`config.mk`:
```
export PLATFORM = sky130hd
export DESIGN_NAME = instr_fetch_unit_flat
export DESIGN_NICKNAME = d
export VERILOG_FILES = /design/src/rtl/instr_fetch_unit_if.sv /design/src/rtl/instr_fetch_unit.sv /design/src/flat_wrapper.sv
export SDC_FILE = /design/constraint.sdc
export NUM_CORES = 1
export LEC_CHECK = 0
export BUFFER_PORTS_ARGS = -buffer_cell sky130_fd_sc_hd__buf_2
export CORE_AREA = 2 2 102 104
export DETAILED_ROUTE_END_ITERATION = 10
export DIE_AREA = 0 0 104 106
export PLACE_DENSITY = 0.9
export SLEW_MARGIN = 5
export SYNTH_ARGS = -nofsm -noshare
export SYNTH_HDL_FRONTEND = slang
export SYNTH_SLANG_ARGS = --single-unit
```
`constraint.sdc`:
```
create_clock -name clk -period 2.4 [get_ports clk]
set_input_delay 0.36 -clock clk [delete_from_list [all_inputs] [get_ports clk]]
set_output_delay 0.36 -clock clk [all_outputs]
set_load 0.1 [all_outputs]
```
`src/rtl/instr_fetch_unit_if.sv`:
```
// Fetch-unit boundary: instruction-memory request/grant/response, redirect from
// execute, and the valid/ready instruction hand-off to decode.
interface instr_fetch_unit_if #(
   parameter int unsigned XLEN = 32
);
   logic            imem_req;
   logic [XLEN-1:0] imem_addr;
   logic            imem_gnt;
   logic            imem_rvalid;
   logic [XLEN-1:0] imem_rdata;
   logic            redirect;
   logic [XLEN-1:0] redirect_pc;
   logic            instr_valid;
   logic            instr_ready;
   logic [XLEN-1:0] instr;
   logic [6:0]      opcode;
   logic [XLEN-1:0] pc;
   logic            misalign_err;

   // Fetch unit side
   modport master (
      output imem_req, imem_addr,
      input  imem_gnt, imem_rvalid, imem_rdata,
      input  redirect, redirect_pc,
      output instr_valid,
      input  instr_ready,
      output instr, opcode, pc, misalign_err
   );

   // Environment side: memory, execute and decode
   modport slave (
      input  imem_req, imem_addr,
      output imem_gnt, imem_rvalid, imem_rdata,
      output redirect, redirect_pc,
      input  instr_valid,
      output instr_ready,
      input  instr, opcode, pc, misalign_err
   );
endinterface

```
`src/rtl/instr_fetch_unit.sv`:
```
// RV32I fetch stage: one outstanding word read at a time, result held in a
// valid/ready register for decode. Redirects from execute take priority; a
// misaligned redirect target halts fetch until reset.
module instr_fetch_unit #(
   parameter int unsigned    XLEN     = 32,
   parameter logic [XLEN-1:0] RESET_PC = '0
) (
   input logic              clk,
   input logic              reset,
   instr_fetch_unit_if.master bus
);

   localparam logic [XLEN-1:0] Nop = XLEN'(32'h0000_0013);

   typedef enum logic [2:0] {StReq, StWait, StHold, StDrain, StHalt} state_e;

   state_e          state_q, state_d;
   logic [XLEN-1:0] fetch_pc_q, fetch_pc_d;
   logic [XLEN-1:0] instr_q, instr_d;
   logic [XLEN-1:0] pc_q, pc_d;
   logic            valid_q, valid_d;
   logic            misalign_q, misalign_d;
   logic            redirect_misaligned;

   assign redirect_misaligned = (bus.redirect_pc[1:0] != 2'b00);

   // State register with synchronous reset
   always_ff @(posedge clk) begin
      if (reset) begin
         state_q    <= StReq;
         fetch_pc_q <= RESET_PC;
         instr_q    <= Nop;
         pc_q       <= RESET_PC;
         valid_q    <= 1'b0;
         misalign_q <= 1'b0;
      end else begin
         state_q    <= state_d;
         fetch_pc_q <= fetch_pc_d;
         instr_q    <= instr_d;
         pc_q       <= pc_d;
         valid_q    <= valid_d;
         misalign_q <= misalign_d;
      end
   end

   // Next-state logic; a redirect overrides grant, response and consume
   always_comb begin
      state_d    = state_q;
      fetch_pc_d = fetch_pc_q;
      instr_d    = instr_q;
      pc_d       = pc_q;
      valid_d    = valid_q;
      misalign_d = misalign_q;

      if (state_q != StHalt && bus.redirect) begin
         // Held instruction is dropped as if consumed
         valid_d = 1'b0;
         if (redirect_misaligned) begin
            misalign_d = 1'b1;
            state_d    = StHalt;
         end else begin
            fetch_pc_d = bus.redirect_pc;
            case (state_q)
               StReq:           state_d = bus.imem_gnt ? StDrain : StReq;
               // Response landing this cycle is discarded and retires the request
               StWait, StDrain: state_d = bus.imem_rvalid ? StReq : StDrain;
               StHold:          state_d = StReq;
               default:         state_d = state_q;
            endcase
         end
      end else begin
         unique case (state_q)
            StReq: begin
               if (bus.imem_gnt) state_d = StWait;
            end
            StWait: begin
               if (bus.imem_rvalid) begin
                  instr_d = bus.imem_rdata;
                  pc_d    = fetch_pc_q;
                  valid_d = 1'b1;
                  state_d = StHold;
               end
            end
            StHold: begin
               if (bus.instr_ready) begin
                  valid_d    = 1'b0;
                  fetch_pc_d = fetch_pc_q + XLEN'(4);
                  state_d    = StReq;
               end
            end
            StDrain: begin
               if (bus.imem_rvalid) state_d = StReq;
            end
            StHalt: begin
               state_d = StHalt;
            end
            default: begin
               state_d = StReq;
            end
         endcase
      end
   end

   // Outputs are registered state except the request, which drops during reset
   always_comb begin
      bus.imem_req     = (state_q == StReq) && !reset;
      bus.imem_addr    = fetch_pc_q & ~XLEN'(3);
      bus.instr_valid  = valid_q;
      bus.instr        = instr_q;
      bus.opcode       = instr_q[6:0];
      bus.pc           = pc_q;
      bus.misalign_err = misalign_q;
   end

endmodule

```
`src/flat_wrapper.sv`:
```
// flat-port wrapper written by rule: the top's interface ports become plain ports
module instr_fetch_unit_flat 
#(
   parameter int unsigned    XLEN     = 32,
   parameter logic [XLEN-1:0] RESET_PC = '0
)
  (clk, reset, bus_imem_req, bus_imem_addr, bus_imem_gnt, bus_imem_rvalid, bus_imem_rdata, bus_redirect, bus_redirect_pc, bus_instr_valid, bus_instr_ready, bus_instr, bus_opcode, bus_pc, bus_misalign_err);
  instr_fetch_unit_if #(.XLEN(XLEN)) bus_i ();
  input logic clk;
  input logic reset;
  output wire logic [$bits(bus_i.imem_req)-1:0] bus_imem_req;
  output wire logic [$bits(bus_i.imem_addr)-1:0] bus_imem_addr;
  input wire logic [$bits(bus_i.imem_gnt)-1:0] bus_imem_gnt;
  input wire logic [$bits(bus_i.imem_rvalid)-1:0] bus_imem_rvalid;
  input wire logic [$bits(bus_i.imem_rdata)-1:0] bus_imem_rdata;
  input wire logic [$bits(bus_i.redirect)-1:0] bus_redirect;
  input wire logic [$bits(bus_i.redirect_pc)-1:0] bus_redirect_pc;
  output wire logic [$bits(bus_i.instr_valid)-1:0] bus_instr_valid;
  input wire logic [$bits(bus_i.instr_ready)-1:0] bus_instr_ready;
  output wire logic [$bits(bus_i.instr)-1:0] bus_instr;
  output wire logic [$bits(bus_i.opcode)-1:0] bus_opcode;
  output wire logic [$bits(bus_i.pc)-1:0] bus_pc;
  output wire logic [$bits(bus_i.misalign_err)-1:0] bus_misalign_err;
  assign bus_imem_req = bus_i.imem_req;
  assign bus_imem_addr = bus_i.imem_addr;
  assign bus_i.imem_gnt = bus_imem_gnt;
  assign bus_i.imem_rvalid = bus_imem_rvalid;
  assign bus_i.imem_rdata = bus_imem_rdata;
  assign bus_i.redirect = bus_redirect;
  assign bus_i.redirect_pc = bus_redirect_pc;
  assign bus_instr_valid = bus_i.instr_valid;
  assign bus_i.instr_ready = bus_instr_ready;
  assign bus_instr = bus_i.instr;
  assign bus_opcode = bus_i.opcode;
  assign bus_pc = bus_i.pc;
  assign bus_misalign_err = bus_i.misalign_err;
  instr_fetch_unit #(.XLEN(XLEN), .RESET_PC(RESET_PC)) u_core (.clk(clk), .reset(reset), .bus(bus_i));
endmodule
```
==> impl.org <==
** Run status
- Run status :: completed

** Detailed routing
- Dividing the detail-routed via count by the number of cells gives 5.50.
- Wires add up to 13,400 um.
- Detailed-route via count :: 4,952
- In this run the remaining antenna-violating nets after routing total 0.
- First-pass detailed-route iteration total :: 6
- Dividing the detail-routed wire length by the instance count gives 14.9 um.
- First DRT Iteration DRCs :: 398
- In the routed design, unresolved DRC markers number 0.

** STA
- Total count of max-transition violations in the final report :: 0
- Maximum clock frequency :: 444 MHz
- Setup total negative slack on the finished layout was measured at 0 ns.
- For the pin with the worst max-slew slack, the measured transition is 0.545 ns.
- Setup repair after global routing missed its margin :: false
- Min cycle time layout :: 2.25 ns
- Skew final :: 0.0135 ns
- Worst slack on hold paths :: 0.198 ns
- Number of hold-slack violations in the final timing report :: 0
- Slew margin rel. :: 0.634
- In the post-route analysis, the smallest setup slack over all paths is 0.147 ns.
- Of the available clock period, the critical path in the final layout requires 0.939.
- Setup violations, final :: 0

** Yosys
- Post-synth top flop :: dfxtp_1
- Counting flops with an async set or reset pin after synthesis yields a share of 0.
- Synthesis inferred 101 register bits.
- Number of warnings reported in the yosys synthesis log :: 0
- Sorting the synthesized cells by area gives the leading types as dfxtp_1 (41%), nand2_1 (13%), a21oi_1 (9.6%).
- Number of enable flip-flop cells after synthesis :: 0
- Yosys top cell by area :: dfxtp_1
- Post-synthesis instance area :: 4890 um^2
- In this run, distinct cell masters in the synthesized netlist total 51.
- A synthesized cell averages 7.56 um^2.
- Cell count after synthesis :: 647
- Area share of the largest cell type after synthesis :: 0.413
- Register area share after synthesis :: 0.413

** Setup path
- Cell with the largest stage delay on the worst path :: or4_1
- Broken down by cell family, the worst path's largest delay share belongs to simple AND/OR/NAND/NOR gates.
- For this run, the slowest stage of the critical path takes 0.68 ns.
- Data required time at the worst endpoint :: 2.64 ns
- Origin of the critical flop-to-flop path :: u_core.fetch_pc_q[2]$_SDFFE_PP0P_
- The critical path goes through ha_1 > nand3_2 > or4_1 > nor4_1 > mux2i_1 > o22ai_1.
- Crit end category :: flop
- Data arrival time at the worst-slack endpoint :: 2.49 ns
- Worst setup path start :: u_core.fetch_pc_q[2]$_SDFFE_PP0P_
- The critical path is of the flop to flop type.
- Crit path max fanout :: 6
- STA classifies the critical path startpoint as a flop.
- Crit path buffers/inverters :: 0

** Worst hold path
- The worst hold path belongs to the class input pin to flop.
- The worst hold path begins at bus_imem_rdata[0].

** GRT
- Antenna violations before repair :: 0
- The first global-routing pass estimated 21,500 um of wire.
- Vias in the first global route :: 4,511
- GR Overflow Total :: 0
- Overall global routing resource usage :: 0.237
- Maximum number of pins on one net before global-route repair :: 65

** Clock tree
- Number of clock buffers inserted by TritonCTS :: 9
- Number of buffers inserted to repair setup after CTS :: 0
- Clock slew at reported path FFs :: 0.10 ns
- Worst skew pair latency :: 0.36 ns
- Clock tree root buffer cell :: clkbuf_8
- Buffers inserted to repair hold after CTS numbered 0.
- Number of H-tree branching levels :: 3
- The clock passes through at most 2 buffers.
- Total number of clock tree sinks :: 101
- TritonCTS built the clock tree.
- Number of resized instances in the post-cts repair step :: 0

** Cells and area
- # nets final :: 831
- Number of cells in the finished layout apart from fillers :: 900
- Final instance area :: 5810 um^2
- Of the cells placed in the final design, the portion with a size suffix greater than 1 is 0.283.
- 0 antenna diodes ended up in the layout.
- Area growth from synthesis to layout :: 18.8%

** Power
- Across the VDD grid, the largest voltage drop is 0.472 mV.
- In this run the power density over the cells is 642 nW/um^2.
- Leakage power total :: 2.44 nW

** Placed design
- Placed Cells incl. Taps :: 885
- The placed instances occupy a cell area of 5600 um^2.
- Timing analysis after detailed placement gives a worst setup slack of 0.266 ns.
- Port Buffers :: 173
- The congestion estimate from routability-driven global placement came to 0.898.
- Summed over all nets, the half-perimeter wirelength after detailed placement is 9460 um.

** Die
- The floorplan step defined a die boundary enclosing 11,000 um^2.
- Core Footprint :: 10000 um^2
- For this configuration, the core starts out at a cell density of 0.489.
- The die is 106 um tall.
- IO Count :: 176
- In this run the core area contains 37 standard-cell rows.
- Die boundary width :: 104 um

** Job
- Max-cap violation count :: 0
-- state kept, by name, indices dropped and copies added (netlist names) --
signal / count
u_core.bus.instr: 32
u_core.fetch_pc_q: 32
u_core.bus.instr_valid: 1
u_core.bus.misalign_err: 1
u_core.bus.pc: 32
u_core.state_q: 3
-- per-stage QoR --
step / utilization / total power, mW
2_1_floorplan: - / 2.42
3_3_place_gp: 0.560 / 2.55
3_5_place_dp: 0.560 / 2.55
4_1_cts: 0.581 / 3.75
5_1_grt: 0.581 / 3.86
6_report: 0.581 / 3.73
-- cells by family (layout without fill, tap and decap cells) --
logic type | count (synthesis) | after routing | share of synthesized area
AOI/OAI and AO/OA | 157 | 157 | 0.184
adders and majority gates | 1 | 1 | 0.00256
buffers and inverters | 98 | 214 | 0.112
DFF | 101 | 101 | 0.413
muxes | 11 | 11 | 0.0233
other | 1 | 2 | 0.000767
and+or+nand+nor | 278 | 278 | 0.263
-- path summary, 6_finish.rpt --
check	depth (start not counted)	slack [ns]	end
setup / recovery	6	0.15	u_core.fetch_pc_q[24]$_SDFFE_PP0P_
hold / removal	3	0.20	u_core.bus.instr[0]$_SDFFE_PP1P_
setup reg to reg	6	0.15	u_core.fetch_pc_q[24]$_SDFFE_PP0P_
hold reg to reg	2	0.45	u_core.bus.pc[7]$_SDFFE_PP0P_
-- layout make-up --
cell class / count / area (um^2)
repair buffers: 192 / 1040
clock inverters: 4 / 72.6
inverters: 7 / 26.3
multi-input cells: 449 / 2340
fillers: 950 / 4190
well taps: 136 / 170
clock buffers: 11 / 141
flip-flops and latches: 101 / 2020
-- tightest hold or removal path, cell delays in order --
cell and delay, ns:
buf_2 0.07, nand2_1 0.04, nand3_1 0.06
-- power breakdown --
part           internal, mW  switching (mW)
sequential             1.72          0.0694
clock                 0.610           0.601
combinational         0.175           0.556
-- cells in the mapped netlist, types with 3 or more instances --
cell type	number
nand2_1	163
dfxtp_1	101
a21oi_1	94
buf_4	40
clkbuf_1	34
nand3_1	25
nor2_1	15
o21ai_0	15
nor3_1	14
and3_1	12
a31oi_1	11
nand4_1	10
o22ai_1	9
mux2i_1	8
buf_1	7
buf_2	7
inv_1	7
nor4_1	7
a22oi_1	6
and4_1	6
o32ai_1	5
nor3b_1	4
or3_1	4
a21o_1	3
and2_1	3
buf_6	3
mux2_2	3
-- per-layer routing --
metal,wire [um],vias to the layer above,track usage
met5,0,-,0
met4,432,0,0.0898
met3,1300,38,0.0650
met2,5980,256,0.383
met1,5730,2226,0.302
li1,-,2432,-
-- layout by cell type, fill, tap and decap left out, types with 5 or more instances in the layout --
cell type / instances
o22ai_1: 9
a21oi_1: 94
clkbuf_8: 10
dfxtp_1: 101
and3_1: 12
nand3_1: 25
nor4_1: 6
buf_2: 172
and4_1: 6
inv_1: 7
a22oi_1: 6
o32ai_1: 5
nand2_1: 163
nor3_1: 14
a31oi_1: 11
buf_4: 18
o21ai_0: 15
nor2_1: 15
nand4_1: 10
mux2i_1: 8
No activity file was read; power rests on OpenSTA's default activity.
